--- config.mk ---
export PLATFORM = sky130hd
export DESIGN_NAME = uart_pwm_ctrl_flat
export DESIGN_NICKNAME = d
export VERILOG_FILES = /design/src/rtl/uart_pwm_ctrl_if.sv /design/src/rtl/uart_pwm_ctrl.sv /design/src/flat_wrapper.sv
export SDC_FILE = /design/constraint.sdc
export NUM_CORES = 1
export LEC_CHECK = 0
export CAP_MARGIN = 20
export CORE_UTILIZATION = 48
export DETAILED_ROUTE_END_ITERATION = 16
export GPL_TIMING_DRIVEN = 0
export PLACE_DENSITY_LB_ADDON = 0.12
export SLEW_MARGIN = 20
export SYNTH_ARGS = -nofsm -noshare
export SYNTH_HDL_FRONTEND = slang
export SYNTH_SLANG_ARGS = --single-unit
--- constraint.sdc ---
create_clock -name clk -period 4.9 [get_ports clk]
set_input_delay 0.98 -clock clk [delete_from_list [all_inputs] [get_ports clk]]
set_output_delay 0.98 -clock clk [all_outputs]
set_load 0.02 [all_outputs]
--- src/rtl/uart_pwm_ctrl_if.sv ---
// Byte-stream and drive-side signals of the UART-programmed PWM controller.
// The master side feeds received bytes in; the slave side produces the PWM lines and status pulses.
interface uart_pwm_ctrl_if #(
    parameter int NCH = 5
);
    logic           rx_valid;
    logic [7:0]     rx_data;
    logic [NCH-1:0] oPWM;
    logic           cmd_ok;
    logic           cmd_err;
    logic           busy;

    modport master (output rx_valid, rx_data, input oPWM, cmd_ok, cmd_err, busy);
    modport slave  (input rx_valid, rx_data, output oPWM, cmd_ok, cmd_err, busy);
endinterface

--- src/rtl/uart_pwm_ctrl.sv ---
// Multi-channel PWM whose duties are written by 4-byte UART frames (A5, CH, DUTY, SUM).
// Shadow duties become active only at the counter wrap, so a period is never torn.
module uart_pwm_ch #(
    parameter int CW = 8
) (
    input  logic          clk,
    input  logic          rst,
    input  logic          i_wr,
    input  logic          i_wrap,
    input  logic [CW-1:0] i_duty,
    input  logic [CW-1:0] i_cnt_nxt,
    output logic          o_pwm
);
    logic [CW-1:0] r_shadow;
    logic [CW-1:0] r_active;
    logic [CW-1:0] w_act_nxt;
    logic          r_pwm;

    // A write landing on the wrap edge goes straight to active.
    always_comb w_act_nxt = i_wrap ? (i_wr ? i_duty : r_shadow) : r_active;

    always_ff @(posedge clk or posedge rst) begin
        if (rst) begin
            r_shadow <= '0;
            r_active <= '0;
            r_pwm    <= 1'b0;
        end else begin
            if (i_wr) r_shadow <= i_duty;
            r_active <= w_act_nxt;
            r_pwm    <= (i_cnt_nxt < w_act_nxt);
        end
    end

    assign o_pwm = r_pwm;
endmodule

module uart_pwm_ctrl #(
    parameter int NCH     = 5,
    parameter int CW      = 8,
    parameter int TIMEOUT = 50000
) (
    input  logic           clk,
    input  logic           reset,
    uart_pwm_ctrl_if.slave bus
);
    localparam int TW = $clog2(TIMEOUT + 1);
    localparam logic [1:0] S_IDLE     = 2'd0;
    localparam logic [1:0] S_GET_CH   = 2'd1;
    localparam logic [1:0] S_GET_DUTY = 2'd2;
    localparam logic [1:0] S_GET_SUM  = 2'd3;
    localparam logic [7:0] HDR        = 8'hA5;

    logic [1:0]     r_state, w_state_nxt;
    logic [7:0]     r_ch, r_duty;
    logic [TW-1:0]  r_tcnt;
    logic           r_ok, r_err, r_busy;
    logic [CW-1:0]  r_cnt, w_cnt_nxt, w_duty;
    logic           w_wrap, w_last, w_good, w_tmo;
    logic [NCH-1:0] w_pwm;

    assign w_last = bus.rx_valid && (r_state == S_GET_SUM);
    assign w_good = (8'(r_ch + r_duty) == bus.rx_data) && (r_ch < 8'(NCH));
    // A byte arriving on the expiry cycle wins over the timeout.
    assign w_tmo  = !bus.rx_valid && (r_state != S_IDLE) && (r_tcnt == TW'(TIMEOUT - 1));
    assign w_duty = CW'(r_duty);

    assign w_wrap    = (r_cnt == {{(CW-1){1'b1}}, 1'b0});
    assign w_cnt_nxt = w_wrap ? '0 : r_cnt + 1'b1;

    always_comb begin
        w_state_nxt = r_state;
        if (bus.rx_valid) begin
            case (r_state)
                S_IDLE:     if (bus.rx_data == HDR) w_state_nxt = S_GET_CH;
                S_GET_CH:   w_state_nxt = S_GET_DUTY;
                S_GET_DUTY: w_state_nxt = S_GET_SUM;
                default:    w_state_nxt = S_IDLE;
            endcase
        end else if (w_tmo) begin
            w_state_nxt = S_IDLE;
        end
    end

    always_ff @(posedge clk or posedge reset) begin
        if (reset) begin
            r_state <= S_IDLE;
            r_busy  <= 1'b0;
            r_ch    <= '0;
            r_duty  <= '0;
            r_tcnt  <= '0;
            r_ok    <= 1'b0;
            r_err   <= 1'b0;
            r_cnt   <= '0;
        end else begin
            r_state <= w_state_nxt;
            r_busy  <= (w_state_nxt != S_IDLE);
            if (bus.rx_valid && r_state == S_GET_CH)   r_ch   <= bus.rx_data;
            if (bus.rx_valid && r_state == S_GET_DUTY) r_duty <= bus.rx_data;
            r_ok  <= w_last && w_good;
            r_err <= (w_last && !w_good) || w_tmo;
            if (bus.rx_valid || r_state == S_IDLE || w_tmo) r_tcnt <= '0;
            else                                           r_tcnt <= r_tcnt + 1'b1;
            r_cnt <= w_cnt_nxt;
        end
    end

    for (genvar g = 0; g < NCH; g++) begin : g_ch
        uart_pwm_ch #(.CW(CW)) u_ch (
            .clk       (clk),
            .rst       (reset),
            .i_wr      (w_last && w_good && (r_ch == 8'(g))),
            .i_wrap    (w_wrap),
            .i_duty    (w_duty),
            .i_cnt_nxt (w_cnt_nxt),
            .o_pwm     (w_pwm[g])
        );
    end

    assign bus.oPWM    = w_pwm;
    assign bus.cmd_ok  = r_ok;
    assign bus.cmd_err = r_err;
    assign bus.busy    = r_busy;
endmodule
--- src/flat_wrapper.sv ---
// flat-port wrapper written by rule: the top's interface ports become plain ports
module uart_pwm_ctrl_flat 
#(
    parameter int NCH     = 5,
    parameter int CW      = 8,
    parameter int TIMEOUT = 50000
)
  (clk, reset, bus_rx_valid, bus_rx_data, bus_oPWM, bus_cmd_ok, bus_cmd_err, bus_busy);
  uart_pwm_ctrl_if #(.NCH(NCH)) bus_i ();
  input  logic clk;
  input  logic reset;
  input wire logic [$bits(bus_i.rx_valid)-1:0] bus_rx_valid;
  input wire logic [$bits(bus_i.rx_data)-1:0] bus_rx_data;
  output wire logic [$bits(bus_i.oPWM)-1:0] bus_oPWM;
  output wire logic [$bits(bus_i.cmd_ok)-1:0] bus_cmd_ok;
  output wire logic [$bits(bus_i.cmd_err)-1:0] bus_cmd_err;
  output wire logic [$bits(bus_i.busy)-1:0] bus_busy;
  assign bus_i.rx_valid = bus_rx_valid;
  assign bus_i.rx_data = bus_rx_data;
  assign bus_oPWM = bus_i.oPWM;
  assign bus_cmd_ok = bus_i.cmd_ok;
  assign bus_cmd_err = bus_i.cmd_err;
  assign bus_busy = bus_i.busy;
  uart_pwm_ctrl #(.NCH(NCH), .CW(CW), .TIMEOUT(TIMEOUT)) u_core (.clk(clk), .reset(reset), .bus(bus_i));
endmodule
## Word-level counts from Yosys, hierarchy flattened

Index checks and enable logic that the tools add are counted.

- Add/subtract/negate cells: 3
- Magnitude comparators: 6
- Equal/unequal tests: 11
- Multiplexer cells: 16
- Reductions and logical operators: 22

Operator list:

| cell | number |
|---|---|
| 8-bit 2-to-1 mux | 11 |
| 8-bit less-than comparator | 5 |
| 16-bit by 1-bit adder with 16-bit output (second input constant) | 1 |
| 16-bit equality test (second input constant) | 1 |
| 8-bit by 2-bit equality test with 1-bit output (second input constant) | 2 |
| 8-bit equality test (second input constant) | 2 |
| 16-bit 2-to-1 mux | 1 |
| 1-bit logical AND | 13 |
| 8-bit by 1-bit adder with 8-bit output (second input constant) | 1 |
| 8-bit adder | 1 |
| 8-bit by 1-bit equality test with 1-bit output (second input constant) | 1 |
| 8-bit by 3-bit equality test with 1-bit output (second input constant) | 1 |
| 8-bit equality test | 1 |
| 8-bit zero test | 1 |
| 8-bit by 3-bit less-than comparator with 1-bit output (second input constant) | 1 |
| 2-bit 2-to-1 mux | 3 |
| 2-bit one-hot mux with 3 select lines | 1 |
| 2-bit equality test (second input constant) | 2 |
| 2-bit nonzero test | 2 |
| 1-bit logical OR | 3 |
| 2-bit by 1-bit equality test with 1-bit output (second input constant) | 1 |
| 1-bit zero test | 2 |
| 2-bit zero test | 1 |

- Flip-flop bits (word level): 130
- Bits of input ports: 11
- Output and inout bits: 8
- Logic and storage cells: 81

## Depth between registers and ports, before layout

Gate-level depths: netlist of the first run.

- Depth in word-level cells: 8
- Depth in mapped cells: 18

## Cells and area by module

A second synthesis of the first run with hierarchy kept.

- Cell total of the unflattened synthesis: 622
- Area total of the unflattened synthesis: 6663.9 µm²

By module, submodules not included:

| module | instances | cells an instance | area an instance (µm²) |
|---|---|---|---|
| uart_pwm_ch | 5 | 77 | 828.3 |
| uart_pwm_ctrl | 1 | 237 | 2522.4 |

## Least setup slack after synthesis of the first run

OpenSTA, ideal clock, no wires.

- Path type: input to register
- Start point: in bus_rx_data[7]
- End point: reg u_core.g_ch[3].u_ch.r_pwm
- Setup time: 0.069 ns
- Data arrival time: 4.043 ns
- Required time: 4.831 ns
- Slack: 0.788 ns
- Stages: 15
- Cell sequence: xnor2_1 xnor2_1 or3_4 a2111oi_4 nand4_2 buf_6 mux2_2 mux2i_1 ha_1 a21oi_1 nor2b_1 o21ai_0 o21ai_0 or4_1 nand3_1

- Cells in the longest elaborated chain, start to end: 7

RTL lines:

| what | RTL line | RTL |
|---|---|---|
| start, declared | flat_wrapper.sv:13 | `input wire logic [$bits(bus_i.rx_data)-1:0] bus_rx_data;` |
| 8-bit equality test | uart_pwm_ctrl.sv:62 | `assign w_good = (8'(r_ch + r_duty) == bus.rx_data) && (r_ch < 8'(NCH));` |
| 1-bit logical AND | uart_pwm_ctrl.sv:62 |  |
| 1-bit logical AND (2 in series) | uart_pwm_ctrl.sv:111 | `.i_wr (w_last && w_good && (r_ch == 8'(g))),` |
| 8-bit 2-to-1 mux (2 in series) | uart_pwm_ctrl.sv:20 | `always_comb w_act_nxt = i_wrap ? (i_wr ? i_duty : r_shadow) : r_active;` |
| 8-bit less-than comparator | uart_pwm_ctrl.sv:30 | `r_pwm <= (i_cnt_nxt < w_act_nxt);` |
| end signal, assigned | uart_pwm_ctrl.sv:30 |  |
| end, declared | uart_pwm_ctrl.sv:17 | `logic r_pwm;` |

No other way between the ends.
A chain may end at the register's enable or synchronous reset.

## Worst setup path after layout of the first run

- Start point: reg u_core.r_duty[0]
- End point: reg u_core.g_ch[1].u_ch.r_pwm

- Cells in the longest elaborated chain, start to end: 8

RTL lines:

| what | RTL line | RTL |
|---|---|---|
| start, declared | uart_pwm_ctrl.sv:54 | `logic [7:0] r_ch, r_duty;` |
| start signal, assigned | uart_pwm_ctrl.sv:98 | `if (bus.rx_valid && r_state == S_GET_DUTY) r_duty <= bus.rx_data;` |
| 8-bit adder | uart_pwm_ctrl.sv:62 |  |
| 8-bit equality test | uart_pwm_ctrl.sv:62 |  |
| 1-bit logical AND | uart_pwm_ctrl.sv:62 |  |
| 1-bit logical AND (2 in series) | uart_pwm_ctrl.sv:111 |  |
| 8-bit 2-to-1 mux * (2 in series) | uart_pwm_ctrl.sv:20 |  |
| 8-bit less-than comparator * | uart_pwm_ctrl.sv:30 |  |
| end signal, assigned | uart_pwm_ctrl.sv:30 |  |
| end, declared | uart_pwm_ctrl.sv:17 |  |

Every way passes the cells marked *; elsewhere a longest branch is shown, timed or not.

==> metrics.md, run 1 <==
| Metric | Value |
|---|---|
| Hold Fails Final Rpt | 0 |
| Worst Hold Launch | u_core.r_tcnt[0]$_DFF_PP0_ |
| Final setup violation count | 0 |
| CTS tree | built |
| Yosys top cell area share | 0.473 |
| Flop-to-flop setup slack | 0.33 ns |
| Clock Skew | 0.00592 ns |
| M3 GR Usage | 0.0609 |
| F_max | 219 MHz |
| Synthesized Nets | 636 |
| Antenna viol nets, final | 0 |
| Primary FF master, synth | dfrtp_1 |
| CTS sink cnt | 130 |
| Crit Path Class | register to register |
| Largest fanout on the critical path | 9 |
| Global Route met1 Usage | 0.292 |
| Vias in the first global route | 4563 |
| Top post-synthesis cells by area | dfrtp_1, mux2_2, ha_1, mux2i_1, xnor2_1 |
| Pre-antenna DRT Iters | 6 |
| Reg2reg start | u_core.r_duty[0]$_DFFE_PP0P_ |
| Post-DP HPWL | 10200 µm |
| Clock Pin Slew Worst Setup and Hold Paths | 0.06 ns |
| Worst hold path cell count | 1 |
| #FFs+latches synth | 130 |
| Clock buffer count from CTS | 17 |
| GRT busiest layer | met2 |
| Clock latency on the worst-skew pair | 0.42 ns |
| Largest net degree at the start of global routing | 84 |
| Most numerous cell in the Yosys netlist | dfrtp_1 |
| Row count | 43 |
| Via/cell ratio | 5.67 |
| Post-synthesis cell count | 575 |
| EDFF count, synth | 0 |
| Clk buf depth | 2 |
| Seq/Total Area, Yosys | 0.473 |
| DRC | 0 |
| Die ar. | 14800 µm² |
| Maximum VDD drop | 285 µV |
| Worst-Margin Slew | 0.986 ns |
| Post-synth top cells | dfrtp_1, mux2_2, ha_1, mux2i_1, nor2_1 |
| Status | finished, final reports clean |
| Dpl ws | -0.122 ns |
| Max-Cap Viols | 0 |
| Area growth syn-to-layout | 15.0% |
| DR WL/cell | 18.6 µm |
| Synth area leader | dfrtp_1 |
| CORE AREA | 13900 µm² |
| Final period utilization | 0.932 |
| Vias | 4572 |
| Iter 0 DRT Violations | 223 |
| Relative slew slack | 0.343 |
| Synth warn | 0 |
| Area after DPL | 7310 µm² |
| Die height | 122 µm |
| Synth unique cells | 49 |
| Starting density of the core | 0.493 |
| RSZ-0062 raised after global routing | false |
| Routed wire length | 15000 µm |
| Mapped Area | 6870 µm² |
| Final setup margin | 0.334 ns |
| Min Tclk post-route | 4.57 ns |
| Overflow after GRT | 0 |
| Post-Syn Area per Cell | 12.0 µm² |
| First-pass GRT wire length | 24200 µm |
| Finished Cell Area | 7910 µm² |
| Hold WS | 0.454 ns |
| Final Max Slew Viols | 0 |
| Hold/Removal Path Class | register to register |
| Ports | 19 |
| LEAKAGE | 3.57 nW |
| Share of post-route cells with drive strength above 1 | 0.228 |
| Startpoint Class | register |
| Asr flop ratio synth | 1.00 |
| Worst Hold Endpoint | u_core.r_tcnt[0]$_DFF_PP0_ |
| I/O Buffers | 18 |
| Setup crit end kind | register |
| Pwr/cell area | 424 nW/µm² |
| # diodes | 0 |
| Layout net count | 675 |
| Routability congestion estimate from global placement | 0.841 |
| Crit path DAT | 4.86 ns |
| Met2 usage | 0.360 |
| WP data required | 5.20 ns |
| Worst reg-to-reg path cell count | 15 |
| H-tree depth | 4 |
| Antenna violations before repair | 0 |
| Global-route usage over all layers | 0.223 |
| Worst R2R End | u_core.g_ch[1].u_ch.o_pwm$_DFF_PP0_ |
| Root Driver | clkbuf_16 |
| Die W | 122 µm |
registers in the layout, summed over array words and instances (netlist names):
name / count
u_core.g_ch.u_ch.r_active: 40
u_core.g_ch.u_ch.r_shadow: 40
u_core.r_tcnt: 16
u_core.r_ch: 8
u_core.r_cnt: 8
u_core.r_duty: 8
u_core.g_ch.u_ch.o_pwm: 5
u_core.r_state: 2
u_core.bus.busy: 1
u_core.bus.cmd_err: 1
u_core.bus.cmd_ok: 1
report_power, final:
group	total [mW]	leakage [nW]	switching, mW	internal (mW)
logic	0.766	1.55	0.432	0.334
registers	1.35	1.73	0.191	1.16
clock network	1.23	0.282	0.451	0.783
worst max-delay path by stage:
stage,from,endpoint,depth (start not counted)
6_report,u_core.r_duty[0]$_DFFE_PP0P_,u_core.g_ch[1].u_ch.o_pwm$_DFF_PP0_,15
5_1_grt,u_core.r_duty[0]$_DFFE_PP0P_,u_core.g_ch[1].u_ch.o_pwm$_DFF_PP0_,15
4_1_cts,u_core.r_duty[0]$_DFFE_PP0P_,u_core.g_ch[3].u_ch.o_pwm$_DFF_PP0_,16
3_5_place_dp,bus_rx_data[7],u_core.g_ch[3].u_ch.o_pwm$_DFF_PP0_,15
3_3_place_gp,reset,u_core.r_cnt[3]$_DFF_PP0_,2
2_1_floorplan,reset,u_core.bus.busy$_DFF_PP0_,1
repair_timing:
action | 4_1_cts | 5_1_grt
gates resized for setup | 0 | 1
setup buffers | 0 | 1
endpoints found under the hold margin | 0 | 0
endpoints found under the setup margin | 0 | 3
hold buffers | 0 | 0
layout make-up:
type                    instances  area [µm²]
fillers                      1192        6030
clock buffers                  22         474
flip-flops and latches        130        3250
repair buffers                 20         215
clock inverters                10         108
inverters                      14        60.1
multi-input cells             410        3460
well taps                     180         225
plain buffers                  21         106
cells in the final DEF, fill, tap and decap left out, drive strengths merged, types with 2 or more instances in the layout:
cell type / synthesis / routed
nor4: 2 / 2
nor3b: 2 / 2
or4: 2 / 2
clkbuf: 11 / 33
and2: 2 / 2
dfrtp: 130 / 130
nor3: 2 / 2
and3: 12 / 12
mux2i: 36 / 36
buf: 10 / 12
a21oi: 19 / 19
or3: 4 / 4
clkdlybuf4s50: 0 / 18
nand3: 19 / 19
clkinv: 0 / 5
nor2b: 5 / 5
bufinv: 0 / 2
nand4: 16 / 16
nor4b: 6 / 6
a211oi: 4 / 4
o31ai: 2 / 2
inv: 14 / 14
ha: 49 / 49
a21o: 6 / 6
o21ai: 22 / 22
o21a: 4 / 4
mux2: 93 / 93
a31oi: 2 / 2
xnor2: 19 / 19
and4: 2 / 2
nand2: 22 / 22
nor2: 34 / 34
xor2: 12 / 12
clkinvlp: 0 / 3
routing by layer:
metal	vias to the layer above	routed length, µm
met5	-	0
met4	0	174
met3	15	536
met2	78	7110
met1	2307	7200
li1	2172	-
worst max-delay path: stages, from the launching register on:
cell and delay (ns):
dfrtp_1 0.51, ha_1 0.33, fa_1 0.41, a211oi_1 0.32, o21bai_1 0.13, a21oi_1 0.19, xnor2_1 0.35, nand4_2 0.50
mux2_2 0.45, mux2i_1 0.18, ha_1 0.28, a21oi_1 0.16, nor2b_1 0.07, o21ai_0 0.15, o21ai_0 0.11, a211oi_1 0.30
logic make-up (layout without fill, tap and decap cells):
family,Yosys count,after routing,share of synthesized area
compound gates,68,68,0.0628
xor+xnor,31,31,0.0395
fa+ha+maj,50,50,0.0921
buf+inv,35,87,0.0231
flops,130,130,0.473
mux,129,129,0.205
simple gates,132,132,0.104
per-stage QoR:
step / total power [mW] / util / instances / TNS (ns)
after floorplan: 1.87 / - / 575 / 0
after global placement: 2.09 / 0.522 / 773 / -178.00
after detailed placement: 2.13 / 0.525 / 774 / -0.291
after CTS: 3.37 / 0.567 / 806 / 0
after global routing: 3.51 / 0.567 / 807 / 0
final: 3.35 / 0.567 / 807 / 0
Note: power is estimated with default switching activity, not from simulation.
==> inputs of run 2 (changes only) <==
- CTS_CLUSTER_SIZE: unset -> 10
==> results of run 2 <==
The final DEF is identical to that of run 1; final timing and power are the same.
